## src/rtl/wb_port_arbiter.sv

```systemverilog
// wb_port_arbiter: owns the single register-file write port. The pipeline
// writeback always wins. Long-latency unit (lu) results either bypass straight
// to the port or wait in a small in-order pending-write buffer.
//
// Handshake: an lu request transfers on a rising clk edge where lu_valid and
// lu_ready are both high. lu_ready depends only on registered state, so it
// never depends on lu_valid in the same cycle.
//
// The buffer is a circular array with a head pointer that counts modulo DEPTH.
// Entries that are killed by a newer pipeline write are removed in the same
// cycle. The survivors are re-packed behind the head, so every slot between
// head and head+cnt always holds a live entry. Because of this, the head is
// always the oldest valid write and pend_cnt equals the occupancy.
// DEPTH must be 2 or 4.
module wb_port_arbiter #(
    parameter int DEPTH = 2
) (
    input  logic        clk,
    input  logic        reset,
    input  logic        pipe_we,
    input  logic [4:0]  pipe_addr,
    input  logic [31:0] pipe_data,
    input  logic        lu_valid,
    input  logic [4:0]  lu_addr,
    input  logic [31:0] lu_data,
    output logic        lu_ready,
    output logic        rf_we,
    output logic [4:0]  rf_addr,
    output logic [31:0] rf_data,
    input  logic [4:0]  q_addr,
    output logic        q_hit,
    output logic [2:0]  pend_cnt
);

    localparam int PTR_W = (DEPTH > 2) ? 2 : 1;
    localparam logic [2:0] DEPTH_C = 3'(DEPTH);

    logic [4:0]       buf_addr_q [DEPTH];
    logic [31:0]      buf_data_q [DEPTH];
    logic [4:0]       buf_addr_d [DEPTH];
    logic [31:0]      buf_data_d [DEPTH];
    logic [PTR_W-1:0] head_q, head_d;
    logic [2:0]       cnt_q, cnt_d;

    logic             pipe_go, lu_acc, lu_live, pop, bypass, push;
    logic             grant;
    logic [4:0]       gnt_addr;
    logic [31:0]      gnt_data;
    logic [PTR_W-1:0] idx, slot, q_idx;
    logic [2:0]       kept;

    assign lu_ready = (cnt_q < DEPTH_C);
    assign pend_cnt = cnt_q;

    // Grant selection: pipeline, then buffer head, then lu bypass; address 0 never writes
    always_comb begin
        pipe_go  = pipe_we && (pipe_addr != 5'd0);
        lu_acc   = lu_valid && lu_ready;
        lu_live  = lu_acc && (lu_addr != 5'd0) && !(pipe_go && (lu_addr == pipe_addr));
        pop      = !pipe_go && (cnt_q != 3'd0);
        bypass   = lu_live && !pipe_go && (cnt_q == 3'd0);
        push     = lu_live && !bypass;
        grant    = 1'b0;
        gnt_addr = 5'd0;
        gnt_data = 32'd0;
        if (pipe_go) begin
            grant    = 1'b1;
            gnt_addr = pipe_addr;
            gnt_data = pipe_data;
        end else if (pop) begin
            grant    = 1'b1;
            gnt_addr = buf_addr_q[head_q];
            gnt_data = buf_data_q[head_q];
        end else if (bypass) begin
            grant    = 1'b1;
            gnt_addr = lu_addr;
            gnt_data = lu_data;
        end
    end

    // Next buffer contents: drop the popped head and entries overwritten by the pipeline, re-pack, append push
    always_comb begin
        buf_addr_d = buf_addr_q;
        buf_data_d = buf_data_q;
        head_d     = head_q + PTR_W'(pop);
        kept       = 3'd0;
        idx        = '0;
        slot       = '0;
        for (int k = 0; k < DEPTH; k++) begin
            idx = head_q + PTR_W'(k);
            if ((3'(k) < cnt_q) && !((k == 0) && pop) &&
                !(pipe_go && (buf_addr_q[idx] == pipe_addr))) begin
                slot             = head_d + kept[PTR_W-1:0];
                buf_addr_d[slot] = buf_addr_q[idx];
                buf_data_d[slot] = buf_data_q[idx];
                kept             = kept + 3'd1;
            end
        end
        if (push) begin
            slot             = head_d + kept[PTR_W-1:0];
            buf_addr_d[slot] = lu_addr;
            buf_data_d[slot] = lu_data;
        end
        cnt_d = kept + {2'b00, push};
    end

    // Hazard query: any live pending entry, or an lu request being pushed this cycle
    always_comb begin
        q_hit = 1'b0;
        q_idx = '0;
        for (int k = 0; k < DEPTH; k++) begin
            q_idx = head_q + PTR_W'(k);
            if ((3'(k) < cnt_q) && (buf_addr_q[q_idx] == q_addr)) begin
                q_hit = 1'b1;
            end
        end
        if (push && (lu_addr == q_addr)) begin
            q_hit = 1'b1;
        end
        if (q_addr == 5'd0) begin
            q_hit = 1'b0;
        end
    end

    // Buffer storage, head pointer and occupancy
    always_ff @(posedge clk or posedge reset) begin
        if (reset) begin
            for (int k = 0; k < DEPTH; k++) begin
                buf_addr_q[k] <= 5'd0;
                buf_data_q[k] <= 32'd0;
            end
            head_q <= '0;
            cnt_q  <= 3'd0;
        end else begin
            buf_addr_q <= buf_addr_d;
            buf_data_q <= buf_data_d;
            head_q     <= head_d;
            cnt_q      <= cnt_d;
        end
    end

    // Register-file write port, one cycle after the grant
    always_ff @(posedge clk or posedge reset) begin
        if (reset) begin
            rf_we   <= 1'b0;
            rf_addr <= 5'd0;
            rf_data <= 32'd0;
        end else begin
            rf_we   <= grant;
            rf_addr <= gnt_addr;
            rf_data <= gnt_data;
        end
    end

endmodule

```

## config.mk

```make
export PLATFORM = sky130hd
export DESIGN_NAME = wb_port_arbiter
export DESIGN_NICKNAME = d
export VERILOG_FILES = /design/src/rtl/wb_port_arbiter.sv
export SDC_FILE = /design/constraint.sdc
export NUM_CORES = 1
export LEC_CHECK = 0
export ABC_AREA = 1
export BUFFER_PORTS_ARGS = -buffer_cell sky130_fd_sc_hd__clkbuf_2
export CAP_MARGIN = 5
export CELL_PAD_IN_SITES_DETAIL_PLACEMENT = 2
export CELL_PAD_IN_SITES_GLOBAL_PLACEMENT = 2
export CORE_ASPECT_RATIO = 0.8
export CORE_MARGIN = 2
export CORE_UTILIZATION = 32
export DETAILED_ROUTE_END_ITERATION = 10
export GPL_ROUTABILITY_DRIVEN = 0
export PLACE_DENSITY_LB_ADDON = 0.1
export SYNTH_ARGS = -nofsm -noshare
export SYNTH_HDL_FRONTEND = slang
export SYNTH_SLANG_ARGS = --single-unit
export TNS_END_PERCENT = 10
```

## constraint.sdc

```tcl
create_clock -name clk -period 4.5 [get_ports clk]
set_input_delay 0.225 -clock clk [delete_from_list [all_inputs] [get_ports clk]]
set_output_delay 0.225 -clock clk [all_outputs]
set_load 0.02 [all_outputs]
```

==> results of run 1 <==
==> power by group through the flow <==
stage	Clock [mW]	Sequential [mW]	Combinational (mW)
after detailed placement	0	1.90	4.10
final	1.41	1.89	4.08
after global routing	1.48	1.96	4.65
after floorplan	0	1.97	2.78
after CTS	1.44	1.89	4.17
after global placement	0	1.88	3.97
==> cell usage after synthesis <==
cell type / number
dlymetal6s2s_1: 1
a21oi_1: 4
nor3_2: 1
buf_8: 1
dfrtp_1: 116
nand4_1: 2
nand2_2: 4
nand3_1: 183
fa_1: 1
o22ai_1: 3
o21ai_2: 1
xor2_1: 6
a211oi_1: 1
o21ai_0: 33
xor2_2: 1
ha_1: 3
nor2_8: 1
o211ai_1: 32
clkbuf_1: 21
nor3_1: 3
inv_2: 6
nor2_2: 2
nor2_1: 14
nand3_2: 22
buf_2: 28
xnor2_1: 10
inv_1: 91
nand2_8: 1
buf_1: 4
buf_6: 5
xor2_4: 1
nand2_1: 424
buf_4: 7
o221ai_1: 4
==> final cells by class <==
| type | instances | area [um^2] | area share |
|---|---|---|---|
| sequential | 116 | 2910 | 0.335 |
| tap | 306 | 383 | 0.0441 |
| timing repair buffer | 142 | 806 | 0.0928 |
| clock inverter | 10 | 133 | 0.0153 |
| clock buffer | 21 | 450 | 0.0519 |
| multi-input combinational | 757 | 3640 | 0.419 |
| inverter | 97 | 367 | 0.0422 |
==> cell families (layout without fill, tap and decap cells) <==
logic type / after synthesis / in the layout / synth area share
buffers and inverters: 164 / 270 / 0.101
adders and majority gates: 4 / 4 / 0.00792
DFF: 116 / 116 / 0.399
xor gates and xnor gates: 18 / 18 / 0.0253
AOI/OAI and AO/OA: 78 / 78 / 0.0682
and+or+nand+nor: 657 / 657 / 0.398
==> registers in the layout, indices dropped and copies added, names as in the netlist <==
name        cells
pend_cnt        3
buf_addr_q     10
head_q          1
rf_addr         5
rf_data        32
buf_data_q     64
rf_we           1
==> critical path, delay by kind of cell (launching register included) <==
family	cells	cell delay, ns
xor gates and xnor gates	1	0.20
adders and majority gates	1	0.38
buffers and inverters	3	0.93
DFF	1	0.72
and+or+nand+nor	10	1.16
==> worst max-delay path by stage <==
stage / from / to / slack, ns / cells past startpoint
final: head_q / buf_data_q[29] / 0.99 / 15
after global routing: head_q / buf_addr_q[4] / 0.67 / 15
after detailed placement: head_q / buf_addr_q[4] / 1.04 / 15
after global placement: head_q / buf_addr_q[2] / 1.21 / 15
after floorplan: reset / buf_addr_q[0] / 1.20 / 1
after CTS: head_q / buf_data_q[40] / 0.99 / 16
==> routing by layer <==
layer,wire length (um),up-vias,global-route usage
li1,-,3505,-
met1,13200,3740,0.325
met2,13100,121,0.400
met3,893,17,0.0384
met4,262,0,0.0508
met5,0,-,0
==> metrics by stage <==
| stage | cells | power, mW | hold slack, ns | setup slack (ns) |
|---|---|---|---|---|
| 3_5_place_dp | 1417 | 6.01 | 0.407 | 1.04 |
| 3_3_place_gp | 1417 | 5.86 | 0.401 | 1.21 |
| 4_1_cts | 1449 | 7.49 | 0.00613 | 0.993 |
| 5_1_grt | 1449 | 8.09 | 0.0148 | 0.671 |
| 6_report | 1449 | 7.38 | 0.0153 | 0.991 |
| 2_1_floorplan | 1037 | 4.75 | 0.342 | 1.20 |
==> run metrics, run 1 <==
R2R Setup Slk=0.99 ns; Logic pwr share=0.553; HP Class=in -> reg; Wirelength per Cell=18.9 um; min Tclk post-route=3.51 ns; Port-buffer cells=125; Most common cell on crit path=nand2_1; CP max-delay cell=dfrtp_4; vias in the first global route=8171; reg2reg path depth=15; Initial Utilization=0.325; Final Util=0.388; Final HPWL DP=17.8 mm; Worst-Margin Slew=1.10 ns; grt total ovfl=0; syn_area_per_cell=7.01 um^2; post-CTS setup buffers=0; FF+latch count, synth=116; Startpoint Class=flop; Max Slew Vio Count=0; Synth top area share=0.399; Num CTS Buffers=17; Die W=173 um; DR vias=7383; top post-synthesis cells by area=dfrtp_1, nand2_1, nand3_1; # rows=49; Pwr Density=850 nW/um^2; drt first pass iters=4; CTS tree=yes; Cells after Synth=1037; max-capacitance violation count=0; Post-Layout Inst Area=8690 um^2; Yosys top cell by area=dfrtp_1; Initial DRC Count=339; Internal Pwr Total=3.68 mW; H-tree levels=4; Final Skew=0.0123 ns; worst reg2reg startpoint=head_q; setup violators final=0; I/O pin count=126; Area growth syn-to-layout=19.5%; Clock Path Buffers=2; mapped cell area=7270 um^2; Routed Antenna Nets=0; commonest non-fill, non-tap cells in the layout=nand2_1, nand3_1, clkbuf_2; Synth Warn #=0; outcome=complete, no violations; CORE AREA=22400 um^2; CP endpoint kind=flop; RR Endpoint=buf_data_q[29]; number of fill cells=2710; post-cts resize count=0; Final period util=0.780; worst-path fanout max=43; clock network power share=0.191; largest net degree at the start of global routing=106; Post-CTS Hold Buffers=1; Sw Pwr=3.70 mW; die height=139 um; Post-DP Area=8090 um^2; Fmax achieved=0.285 GHz; CP arrival=3.86 ns; Via density=5.10; number of distinct library cells after synthesis=34; Inserted Diodes=0; nets@finish=1218; RSZ-0062 raised after global routing=false; CP Data Required Time=4.85 ns; sw frac=0.502; register area share after synthesis=0.399; first-pass GRT wire length=45.2 mm; hold path depth=3; TritonCTS Sinks=116; Hold EP=rf_data[23]; slowest stage delay, CP=0.72 ns; Syn Nets=1124; Hold Fails Final Rpt=0; Clock transition at path regs=0.06 ns; maximum vdd drop=0.336 mV; relative slew slack=0.266; All-Layer GR Usage=0.238; setup TNS=0 ns; worst path cell trace=inv_2 -> nand2_1 -> nand2_1 -> nand2_1 -> nand2_1 -> nor2_1 -> nand3_1 -> nand2_1 -> inv_2 -> ha_1 -> xor2_1 -> nand2_2 -> buf_4 -> nand3_1 -> nand2_1; DIE AREA=23900 um^2; P_leak=4.66 nW; sequential fraction of design power=0.256; clock latency at the later pin of the worst-skew pair=0.43 ns; critical path class=reg -> reg; root buffer cell=clkbuf_16; Worst Hold Launch=pipe_data[23]; layout cells sized above 1=0.186; WL final=27.4 mm; DRC=0; initial antenna violation count=0; commonest non-fill, non-tap cell in the layout=nand2_1
(Power assumes the default switching activity.)
==> run 2, diff against run 1 <==
--- a/config.mk
+++ b/config.mk
@@ -5,14 +5,14 @@
 export SDC_FILE = /design/constraint.sdc
 export NUM_CORES = 1
 export LEC_CHECK = 0
-export ABC_AREA = 1
+export ABC_AREA = 0
 export BUFFER_PORTS_ARGS = -buffer_cell sky130_fd_sc_hd__clkbuf_2
 export CAP_MARGIN = 5
 export CELL_PAD_IN_SITES_DETAIL_PLACEMENT = 2
 export CELL_PAD_IN_SITES_GLOBAL_PLACEMENT = 2
 export CORE_ASPECT_RATIO = 0.8
 export CORE_MARGIN = 2
-export CORE_UTILIZATION = 32
+export CORE_UTILIZATION = 35
 export DETAILED_ROUTE_END_ITERATION = 10
 export GPL_ROUTABILITY_DRIVEN = 0
 export PLACE_DENSITY_LB_ADDON = 0.1
==> constraint.sdc (replaced) <==
create_clock -name clk -period 3.6 [get_ports clk]
set_input_delay 0.18 -clock clk [delete_from_list [all_inputs] [get_ports clk]]
set_output_delay 0.18 -clock clk [all_outputs]
set_load 0.02 [all_outputs]
==> run metrics, run 2 <==
Startpoint Class=flop; first-pass GRT wire length=38.6 mm; Wirelength per Cell=22.5 um; clock latency at the later pin of the worst-skew pair=0.43 ns; H-tree levels=4; Hold Fails Final Rpt=0; Final HPWL DP=14.7 mm; sequential standard cell area=2910 um^2; syn_area_per_cell=9.84 um^2; RSZ-0062 raised after global routing=false; R2R Setup Slk=0.21 ns; DRC=0; sequential fraction of design power=0.273; Worst Hold Launch=pipe_data[2]; All-Layer GR Usage=0.250; HP Class=in -> reg; I/O pin count=126; number of fill cells=1998; outcome=complete, no violations; top cells by count, synth=dfrtp_1, nor2_1, a21oi_1; Hold EP=rf_data[2]; CP endpoint kind=flop; pre-CTS setup slack=-0.00702 ns; Port-buffer cells=125; mapped cell area=6640 um^2; CTS tree=yes; Worst-Margin Slew=0.766 ns; Final Skew=0.0137 ns; vias in the first global route=6844; top_reg_cell synth=dfrtp_1; drt first pass iters=4; Area growth syn-to-layout=26.9%; RR Endpoint=buf_data_q[59]; Multi-input gate area=3500 um^2; setup TNS=0 ns; clock network power share=0.212; count leader, synth=dfrtp_1; register area share after synthesis=0.437; Routed Antenna Nets=0; Logic pwr share=0.515; # rows=45; reg2reg path depth=10; sw frac=0.448; Initial DRC Count=241; CP Data Required Time=3.90 ns; worst-path fanout max=15; Cells after Synth=675; Inserted Diodes=0; worst reg2reg startpoint=head_q; DR vias=5973; grt total ovfl=0; setup violators final=0; Sw Pwr=3.93 mW; Synth Warn #=0; maximum vdd drop=0.718 mV; Pwr Density=1040 nW/um^2; Post-synth EDFFs=0; ys async rst share=1.00; critical path class=reg -> reg; max-capacitance violation count=0; TritonCTS Sinks=116; FF+latch count, synth=116; WL final=24.0 mm; Die W=158 um; top flop regs=buf_data_q: 64 flops, rf_data: 32 flops, buf_addr_q: 10 flops; number of distinct library cells after synthesis=35; min Tclk post-route=3.39 ns; die height=127 um; commonest non-fill, non-tap cells in the layout=clkbuf_2, dfrtp_1, nor2_1; largest net degree at the start of global routing=73; Fmax achieved=0.295 GHz; CP arrival=3.69 ns; Synth top area share=0.437; Num CTS Buffers=17; Max Slew Vio Count=0; Via density=5.60; hold path depth=3; Internal Pwr Total=4.85 mW; top post-synthesis cells by area=dfrtp_1, mux2_1, mux2i_1; worst setup margin=0.205 ns; Syn Nets=762; max reg flops=64; P_leak=3.55 nW; root buffer cell=clkbuf_16; initial antenna violation count=0; layout cells sized above 1=0.255; Clock Path Buffers=2; most flop-heavy register=buf_data_q; Initial Utilization=0.353; Final period util=0.943; DIE AREA=20100 um^2; Yosys top cell by area=dfrtp_1; CORE AREA=18800 um^2; Clock transition at path regs=0.06 ns; nets@finish=884; relative slew slack=0.489; commonest non-fill, non-tap cell in the layout=clkbuf_2
[run 2: cell count changes after synthesis, moves of 42 or more]
| cell | delta |
|---|---|
| a21oi_1 | +71 |
| nand2_1 | -421 |
| inv_1 | -84 |
| nor2_1 | +66 |
| nand3_1 | -180 |
| mux2i_1 | +42 |
| mux2_1 | +67 |
[run 2: how the worst max path moves through the flow]
stage	slack, ns	cells after the start	startpoint	endpoint
after global placement	0.21	8	head_q	buf_addr_q[4]
after detailed placement	-0.007	8	head_q	buf_data_q[29]
after global routing	0.06	9	head_q	buf_data_q[55]
final	0.21	10	head_q	buf_data_q[59]
after CTS	0.01	9	head_q	buf_data_q[59]
after floorplan	0.22	12	head_q	buf_addr_q[5]
[run 2: metal layers]
metal	vias up	GRT usage	share of wire	wire length, um
li1	2724	-	-	-
met1	3094	0.336	0.46	11200
met2	125	0.417	0.49	11700
met3	30	0.0427	0.033	782
met4	0	0.0694	0.016	381
met5	-	0	0	0
[run 2: logic make-up after synthesis]
kind of cell / after synthesis / share of synthesized area
xor gates and xnor gates: 32 / 0.0443
buffers and inverters: 71 / 0.0460
adders and majority gates: 4 / 0.00867
and+or+nand+nor: 181 / 0.133
muxes: 116 / 0.189
AOI/OAI and AO/OA: 155 / 0.142
DFF: 116 / 0.437
[run 2: repair_timing]
item | 4_1_cts | 5_1_grt
hold buffers | 16 | 0
hold endpoints to repair | 62 | 0
gates resized for setup | 1 | 2
setup endpoints to repair | 16 | 30
pin swaps | 0 | 0
buffers inserted | 0 | 0
[run 2: power groups by stage]
stage	combinational, mW	sequential, mW	clock [mW]
floorplan	2.82	2.46	0
global placement	4.31	2.33	0
detailed placement	4.44	2.41	0
CTS	4.52	2.40	1.90
global route	4.94	2.49	1.95
finish	4.53	2.40	1.86
[run 2: cell type report]
type,count,area share
Timing Repair Buffer,167,0.122
Inverter,7,0.00341
Sequential cell,116,0.345
Clock buffer,24,0.0619
Multi-Input combinational cell,488,0.415
Clock inverter,7,0.0140
Tap cell,258,0.0383
[run 2: worst max-delay path, stage by stage (launching register included)]
cell and delay, ns:
dfrtp_4 0.53, mux2i_1 0.37, xnor2_1 0.20, nor3_2 0.29
nand2_1 0.08, and3_1 0.17, ha_1 0.33, xnor3_2 0.42
nand2b_2 0.31, buf_12 0.21, mux2_1 0.34
[run 2: per-stage QoR]
stage / hold WS [ns] / util / instance area (um^2) / cells / total power [mW]
4_1_cts: 0.000426 / 0.448 / 8420 / 1067 / 8.81
3_3_place_gp: 0.313 / 0.405 / 7610 / 1020 / 6.64
6_report: 0.0131 / 0.448 / 8430 / 1067 / 8.78
3_5_place_dp: 0.319 / 0.405 / 7610 / 1020 / 6.85
5_1_grt: 0.00427 / 0.448 / 8430 / 1067 / 9.38
2_1_floorplan: 0.297 / - / 6640 / 675 / 5.28
==> run 3, diff against run 2 <==
--- a/config.mk
+++ b/config.mk
@@ -15,7 +15,7 @@
 export CORE_UTILIZATION = 35
 export DETAILED_ROUTE_END_ITERATION = 10
 export GPL_ROUTABILITY_DRIVEN = 0
-export PLACE_DENSITY_LB_ADDON = 0.1
+export PLACE_DENSITY = 0.9
 export SYNTH_ARGS = -nofsm -noshare
 export SYNTH_HDL_FRONTEND = slang
 export SYNTH_SLANG_ARGS = --single-unit
==> run metrics, run 3 (synthesis gave the netlist of run 2 again) <==
GR Layer Usage met3=0.0488; Via density=5.72; CTS tree=yes; Routed Antenna Nets=0; Pwr Density=1030 nW/um^2; hold path depth=3; H-tree levels=4; Max Slew Vio Count=0; clock latency at the later pin of the worst-skew pair=0.43 ns; die height=127 um; top flop regs=buf_data_q: 64 flops, rf_data: 32 flops, buf_addr_q: 10 flops; Fmax achieved=0.289 GHz; Inserted Diodes=0; CP max-delay cell=dfrtp_4; initial antenna violation count=0; gr busiest metal=met2; CORE AREA=18800 um^2; first-pass GRT wire length=39.8 mm; layout cells sized above 1=0.247; commonest non-fill, non-tap cell in the layout=clkbuf_2; P_leak=3.51 nW; outcome=complete, no violations; Initial DRC Count=393; met1 Usage GRT=0.331; largest net degree at the start of global routing=75; RR Endpoint=buf_data_q[5]; slowest stage delay, CP=0.55 ns; most flop-heavy register=buf_data_q; All-Layer GR Usage=0.259; maximum vdd drop=0.478 mV; vias in the first global route=6799; CP arrival=3.73 ns; commonest non-fill, non-tap cells in the layout=clkbuf_2, dfrtp_1, nor2_1; Final Skew=0.00529 ns; RSZ-0062 raised after global routing=false; Num CTS Buffers=17; DIE AREA=20100 um^2; DR vias=6107; TritonCTS Sinks=116; R2R Setup Slk=0.15 ns; worst-path fanout max=38; Post-Layout Inst Area=8340 um^2; number of fill cells=2011; max-capacitance violation count=0; Final period util=0.960; pre-CTS setup slack=-0.00403 ns; WL final=25.2 mm; Port-buffer cells=125; Top delay family on crit path=buffers and inverters; Die W=158 um; setup TNS=0 ns; Hold Slack=0.0114 ns; DRC=0; # rows=45; Worst-Margin Slew=1.02 ns; Worst Path Buf+Inv=4; relative slew slack=0.321; I/O pin count=126; Final HPWL DP=14.8 mm; worst setup margin=0.146 ns; Wirelength per Cell=23.6 um; worst path cell trace=mux2i_1 -> xnor2_1 -> nor4_1 -> buf_4 -> a21oi_4 -> buf_4 -> inv_1 -> buf_4 -> o31ai_1 -> a31oi_1; Clock Path Buffers=2; Most common cell on crit path=buf_4; setup violators final=0; Hold EP=rf_data[25]; grt total ovfl=0; Worst Hold Launch=pipe_data[25]; CP Data Required Time=3.88 ns; Hold Fails Final Rpt=0; Area growth syn-to-layout=25.6%; Post-DP Area=7570 um^2; drt first pass iters=5; Final Util=0.444; worst reg2reg startpoint=head_q; min Tclk post-route=3.45 ns; reg2reg path depth=10; HP Class=in -> reg; CP endpoint kind=flop; max reg flops=64; critical path class=reg -> reg; root buffer cell=clkbuf_16; Clock transition at path regs=0.06 ns; Startpoint Class=flop; nets@finish=887; grt met2 use=0.442; Initial Utilization=0.353
run 3: cell count changes in the layout (fill, tap and decap cells not counted), moves of 3 or more:
cell and change:
clkinv_2 +4, dlygate4sd3_1 +5, clkbuf_8 -3, clkinvlp_4 -3
run 3: cell type report:
cell class | count | area, um^2 | share of cell area
inverter | 7 | 28.8 | 0.00345
timing repair buffer | 170 | 1050 | 0.126
sequential | 116 | 2910 | 0.348
tap | 258 | 323 | 0.0387
multi-input combinational | 488 | 3500 | 0.419
clock buffer | 22 | 484 | 0.0580
clock inverter | 6 | 55.1 | 0.00660
run 3: power breakdown:
group	internal (mW)	switching [mW]
sequential	1.94	0.500
combinational	1.65	2.87
clock	0.999	0.635
run 3: per-stage QoR:
stage / power, mW / instances
floorplan: 5.28 / 675
global placement: 6.44 / 1018
detailed placement: 6.76 / 1018
CTS: 8.56 / 1067
global route: 9.10 / 1067
finish: 8.59 / 1067
run 3: worst max-delay path by stage:
stage,start,cells after the start,end
finish,head_q,10,buf_data_q[5]
global placement,head_q,9,buf_addr_q[4]
floorplan,head_q,12,buf_addr_q[5]
global route,head_q,10,buf_data_q[33]
CTS,head_q,10,buf_data_q[33]
detailed placement,head_q,9,buf_data_q[18]
run 3: tightest hold or removal path, delay by kind of cell:
family	cells	cell delay (ns)
and+or+nand+nor	1	0.09
buffers and inverters	1	0.09
AOI/OAI and AO/OA	1	0.04
run 3: timing repair:
action / in CTS / in global routing
resized for setup: 2 / 3
hold buffers: 21 / 0
setup endpoints to repair: 38 / 57
endpoints found under the hold margin: 28 / 0
buffers inserted: 0 / 0
run 3: layer usage:
layer  wire, um  vias up
li1           -     2733
met1      10900     3154
met2      12700      186
met3       1110       34
met4        473        0
met5          0        -
